<file path="src/rtl/skid_crd_pkg.sv">
// Shared sizing helpers and beat layout for the credit-style skid FIFO.
package skid_crd_pkg;

  localparam int MAX_DEPTH = 64;
  localparam int MAX_N     = 64;

  // Width of a fill counter able to represent 0..depth inclusive.
  function automatic int fill_w(input int depth);
    return $clog2(depth + 1);
  endfunction

  // Flattened beat width: data bytes, one keep bit per byte, and last.
  function automatic int beat_w(input int n);
    return n * 8 + n + 1;
  endfunction

  // Widest possible beat; narrower instances use the low bytes/keep bits.
  typedef struct packed {
    logic [MAX_N*8-1:0] data;
    logic [MAX_N-1:0]   keep;
    logic               last;
  } beat_max_t;

endpackage

</file>
<file path="src/rtl/skid_crd_ram.sv">
// Beat storage: synchronous write port, asynchronous read port, no reset.
module skid_crd_ram #(
  parameter int DEPTH = 4,
  parameter int AW    = 2,
  parameter int W     = 37
) (
  input  logic          clk,
  input  logic          we_i,
  input  logic [AW-1:0] waddr_i,
  input  logic [W-1:0]  wdata_i,
  input  logic [AW-1:0] raddr_i,
  output logic [W-1:0]  rdata_o
);

  logic [W-1:0] mem_q [DEPTH];

  // Write the incoming beat into its slot.
  always_ff @(posedge clk) begin
    if (we_i) mem_q[waddr_i] <= wdata_i;
  end

  assign rdata_o = mem_q[raddr_i];

endmodule

</file>
<file path="src/rtl/skid_crd_fifo.sv">
// Elastic AXI-Stream buffer with registered ready/valid, null-beat discard,
// fill level and half-full flag. The output register counts as one of the
// depth slots; the RAM holds everything behind it.
module skid_crd_fifo
  import skid_crd_pkg::*;
#(
  parameter int n         = 4,
  parameter int depth     = 4,
  parameter bit drop_null = 1'b1
) (
  input  logic                        aclk,
  input  logic                        aresetn,
  input  logic [n*8-1:0]              in_tdata,
  input  logic [n-1:0]                in_tkeep,
  input  logic                        in_tlast,
  input  logic                        in_tvalid,
  output logic                        in_tready,
  output logic [n*8-1:0]              out_tdata,
  output logic [n-1:0]                out_tkeep,
  output logic                        out_tlast,
  output logic                        out_tvalid,
  input  logic                        out_tready,
  output logic [$clog2(depth+1)-1:0]  fill_level,
  output logic                        flag_hf
);

  localparam int NB = n * 8;
  localparam int BW = beat_w(n);
  localparam int AW = $clog2(depth);
  localparam int FW = fill_w(depth);

  logic [AW-1:0] wr_ptr_q, wr_ptr_d;
  logic [AW-1:0] rd_ptr_q, rd_ptr_d;
  logic [FW-1:0] ram_cnt_q, ram_cnt_d;
  logic [FW-1:0] fill_q, fill_d;
  logic          in_tready_q, in_tready_d;
  logic          out_valid_q, out_valid_d;
  logic [BW-1:0] out_beat_q, out_beat_d;
  logic          hf_q, hf_d;

  logic          push, pop, is_null, store;
  logic          out_load, ram_rd, bypass, ram_wr;
  logic [BW-1:0] in_beat, ram_rdata;

  assign in_beat = {in_tlast, in_tkeep, in_tdata};
  assign push    = in_tvalid & in_tready_q;
  assign pop     = out_valid_q & out_tready;
  assign is_null = drop_null & (in_tkeep == '0) & ~in_tlast;
  assign store   = push & ~is_null;

  // The output register refills whenever it is empty or being drained.
  // An empty RAM lets a fresh beat go straight into it for 1-cycle latency.
  assign out_load = ~out_valid_q | pop;
  assign ram_rd   = out_load & (ram_cnt_q != '0);
  assign bypass   = out_load & (ram_cnt_q == '0) & store;
  assign ram_wr   = store & ~bypass;

  skid_crd_ram #(
    .DEPTH (depth),
    .AW    (AW),
    .W     (BW)
  ) u_ram (
    .clk     (aclk),
    .we_i    (ram_wr),
    .waddr_i (wr_ptr_q),
    .wdata_i (in_beat),
    .raddr_i (rd_ptr_q),
    .rdata_o (ram_rdata)
  );

  // Next-state for pointers, counters, output stage and flags.
  always_comb begin
    wr_ptr_d    = ram_wr ? wr_ptr_q + AW'(1) : wr_ptr_q;
    rd_ptr_d    = ram_rd ? rd_ptr_q + AW'(1) : rd_ptr_q;
    ram_cnt_d   = ram_cnt_q + FW'(ram_wr) - FW'(ram_rd);
    fill_d      = fill_q + FW'(store) - FW'(pop);
    out_valid_d = out_valid_q;
    out_beat_d  = out_beat_q;
    if (out_load) begin
      out_valid_d = ram_rd | bypass;
      if (ram_rd)      out_beat_d = ram_rdata;
      else if (bypass) out_beat_d = in_beat;
    end
    in_tready_d = (fill_d < FW'(depth));
    hf_d        = (fill_d >= FW'(depth / 2));
  end

  // State registers; reset discards every held beat.
  always_ff @(posedge aclk or negedge aresetn) begin
    if (!aresetn) begin
      wr_ptr_q    <= '0;
      rd_ptr_q    <= '0;
      ram_cnt_q   <= '0;
      fill_q      <= '0;
      in_tready_q <= 1'b0;
      out_valid_q <= 1'b0;
      out_beat_q  <= '0;
      hf_q        <= 1'b0;
    end else begin
      wr_ptr_q    <= wr_ptr_d;
      rd_ptr_q    <= rd_ptr_d;
      ram_cnt_q   <= ram_cnt_d;
      fill_q      <= fill_d;
      in_tready_q <= in_tready_d;
      out_valid_q <= out_valid_d;
      out_beat_q  <= out_beat_d;
      hf_q        <= hf_d;
    end
  end

  assign in_tready  = in_tready_q;
  assign out_tvalid = out_valid_q;
  assign out_tdata  = out_beat_q[NB-1:0];
  assign out_tkeep  = out_beat_q[NB +: n];
  assign out_tlast  = out_beat_q[BW-1];
  assign fill_level = fill_q;
  assign flag_hf    = hf_q;

endmodule

</file>
<file path="config.mk">
export PLATFORM = sky130hd
export DESIGN_NAME = skid_crd_fifo
export DESIGN_NICKNAME = d
export VERILOG_FILES = /design/src/rtl/skid_crd_pkg.sv /design/src/rtl/skid_crd_ram.sv /design/src/rtl/skid_crd_fifo.sv
export SDC_FILE = /design/constraint.sdc
export NUM_CORES = 1
export LEC_CHECK = 0
export BUFFER_PORTS_ARGS = -buffer_cell sky130_fd_sc_hd__buf_2
export CORE_MARGIN = 3
export CORE_UTILIZATION = 35
export CTS_CLUSTER_DIAMETER = 30
export DETAILED_ROUTE_END_ITERATION = 10
export HOLD_SLACK_MARGIN = 0.08
export RECOVER_POWER = 100
export SYNTH_ARGS = -nofsm -noshare
export SYNTH_HDL_FRONTEND = slang
export SYNTH_HIERARCHICAL = 1
export SYNTH_SLANG_ARGS = --single-unit
</file>
<file path="constraint.sdc">
create_clock -name aclk -period 6.4 [get_ports aclk]
set_input_delay 0.96 -clock aclk [delete_from_list [all_inputs] [get_ports aclk]]
set_output_delay 0.96 -clock aclk [all_outputs]
set_load 0.01 [all_outputs]
</file>
==> results.sh <==
export IMPL_outcome="finished with violations"
export IMPL_violations="capacitance limit, slew limit"
export IMPL_worst_setup_path_type="primary input to asynchronous set/reset pin"
export IMPL_clock_sinks=198
export IMPL_nFillCells=1956
export IMPL_grt_first_pass_wirelength_um=23000
export IMPL_endpoint="rd_ptr_q[0]"
export IMPL_final_common_cell="edfxtp_1"
export IMPL_cp_arrival_ps=3150
export IMPL_drc=0
export IMPL_cts_clk_slew_worst_paths_ps=60
export IMPL_crit_fanout=50
export IMPL_cts_resized_gates=0
export IMPL_dieArea_um2=24600
export IMPL_clk_latency_ps=420
export IMPL_grt_max_degree=51
export IMPL_hold_class="register to register"
export IMPL_antenna_left=0
export IMPL_ys_warnings_count=6
export IMPL_tritoncts="built"
export IMPL_synth_area_um2=7960
export IMPL_drive_gt1_share_pct=22.9
export IMPL_fin_area_um2=8990
export IMPL_synth_distinct_cells=27
export IMPL_slowest_delay_ps=2090
export IMPL_syn2layout_area_growth_pct=12.9
export IMPL_slew_headroom_pct=-98.4
export IMPL_grt_overflow=0
export IMPL_cts_buffers=17
export IMPL_grtUsageTotal_pct=12.4
export IMPL_p_per_area_nw_per_um2=449
export IMPL_rsz0062_at_grt="no"
export IMPL_holdWs_ps=489
export IMPL_worst_ep_required_time_ps=5850
export IMPL_wirelength_um=14300
export IMPL_dp_cells=715
export IMPL_end_kind="asynchronous set/reset pin"
export IMPL_worst_path_buf_inv=2
export IMPL_cp_startpoint="aresetn"
export IMPL_ys_seq_area_share_pct=71.5
export IMPL_hold_violations=0
export IMPL_dr_pass1_iters=4
export IMPL_path_cells="buf_2, clkbuf_1"
export IMPL_stdcell_count=747
export IMPL_final_cell_mix="edfxtp_1, clkbuf_1, dfrtp_1"
export IMPL_synth_seq_cells=198
export IMPL_die_y_um=157
export IMPL_fmax_mhz=271
export IMPL_fin_skew_ps=9.32
export IMPL_die_w_um=157
export IMPL_rows=54
export IMPL_cts_hold_buf=0
export IMPL_h_tree_depth=4
export IMPL_yosys_area_top_type="edfxtp_1"
export IMPL_dpl_instance_area_um2=8640
export IMPL_antenna_diode_count=0
export IMPL_tightest_slew_ps=2980
export IMPL_avgSynthCellArea_um2=21.9
export IMPL_synthCells=363
export IMPL_r2r_end="out_beat_q[5]"
export IMPL_critical_path_top_delay_family="buffers and inverters"
export IMPL_seq_area_um2=5700
export IMPL_numPortBuffers=83
export IMPL_critical_path_depth=2
export IMPL_final_setup_tns_ps=0
export IMPL_first_iter_violations=210
export IMPL_ios=84
export IMPL_wl_per_cell_um=19.2
export IMPL_hpwlAfterDp_um=8590
export IMPL_syn_nets=410
export IMPL_via_per_inst=4.88
export IMPL_via_count=3644
export IMPL_drv_slew=205
export IMPL_crit_reg2reg_launch="out_tvalid"
export IMPL_antenna_found_initial=2
export IMPL_place_congestion=0.671
export IMPL_peakVddDrop_mv=0.194
export IMPL_startpoint_type="primary input"
export IMPL_initial_core_util_pct=36.0
export IMPL_reg2reg_depth=5
export IMPL_post_cts_buffers=0
export IMPL_clockBufferDepth=2
export IMPL_yosysTopAreaCellShare_pct=55.8
export IMPL_cap_viol_max_count=5
export IMPL_core_um2=22100
export IMPL_multi_input_area_um2=1980
export IMPL_root_buffer="clkbuf_16"
export IMPL_finalCritPeriodShare_pct=57.8
export IMPL_rrSetupSlack_ps=2960
export IMPL_synthTopCellsByArea="edfxtp_1, dfrtp_1, mux4_2"
export IMPL_final_nets=501
export IMPL_grt_pass1_vias=4010
export IMPL_worst_path_max_delay_cell="clkbuf_1"
export IMPL_leakage_uw=0.00305
export IMPL_finalSetupViolations=0
export IMPL_period_minus_slack_ps=3700
-- synth_stat cells, drive strengths merged --
cell type and number:
a21oi 1, and2 1, and3 1, and3b 2, buf 14, clkbuf 1, dfrtp 50, edfxtp 148
fa 2, ha 4, inv 8, mux2 74, mux4 37, nand2 3, nor2 2, nor2b 2
nor3 1, nor3b 2, o211ai 1, or4 1, xnor2 4, xor2 4
-- registers in the layout (all words and copies together) (netlist names) --
name / count
fill_level: 3
flag_hf: 1
in_tready: 1
out_beat_q: 37
out_tvalid: 1
ram_cnt_q: 3
rd_ptr_q: 2
u_ram/mem_q: 148
wr_ptr_q: 2
-- power breakdown --
group          internal [uW]  switching, uW  leakage [uW]  total [uW]
sequential              1700            238       0.00192        1940
clock                    617            428      0.000285        1040
combinational            568            482      0.000840        1050
-- worst min path at each step --
stage,from,end,slack [ps],cells past startpoint
after global routing,out_beat_q[0],out_beat_q[0],510,1
after global placement,ram_cnt_q[0],ram_cnt_q[0],490,1
after CTS,out_beat_q[17],out_beat_q[17],510,1
final,out_beat_q[20],out_beat_q[20],490,1
after floorplan,rd_ptr_q[1],rd_ptr_q[1],440,1
after detailed placement,out_beat_q[12],out_beat_q[12],490,1
-- kinds of logic after synthesis --
| group | Yosys count | synth area share (%) |
|---|---|---|
| compound gates | 2 | 0.471 |
| xor+xnor | 8 | 0.880 |
| fa+ha+maj | 6 | 1.13 |
| buf+inv | 23 | 2.17 |
| flops | 198 | 71.5 |
| mux | 111 | 22.7 |
| simple gates | 15 | 1.16 |
-- metrics by stage --
step	total power (uW)	setup slack [ps]	utilization, %
6_report	4030	2700	40.7
2_1_floorplan	2850	1580	-
5_1_grt	4270	1870	40.7
4_1_cts	4260	3300	41.8
3_5_place_dp	3190	2830	39.1
3_3_place_gp	3170	2920	39.1
-- routing by layer --
metal  global-route usage [%]  vias up  routed length (um)
li1                         -     1637                   -
met1                     16.7     1910                6600
met2                     19.1       73                6810
met3                     3.73       20                 702
met4                     4.63        4                 197
met5                        0        -                  29
-- final cells by class --
class / count / area share (%)
Sequential cell: 198 / 63.4
Multi-Input combinational cell: 142 / 22.1
Clock buffer: 25 / 5.51
Tap cell: 280 / 3.90
Timing Repair Buffer: 87 / 3.74
Clock inverter: 7 / 1.04
Inverter: 8 / 0.334
Note: power is estimated with default switching activity, not from simulation.
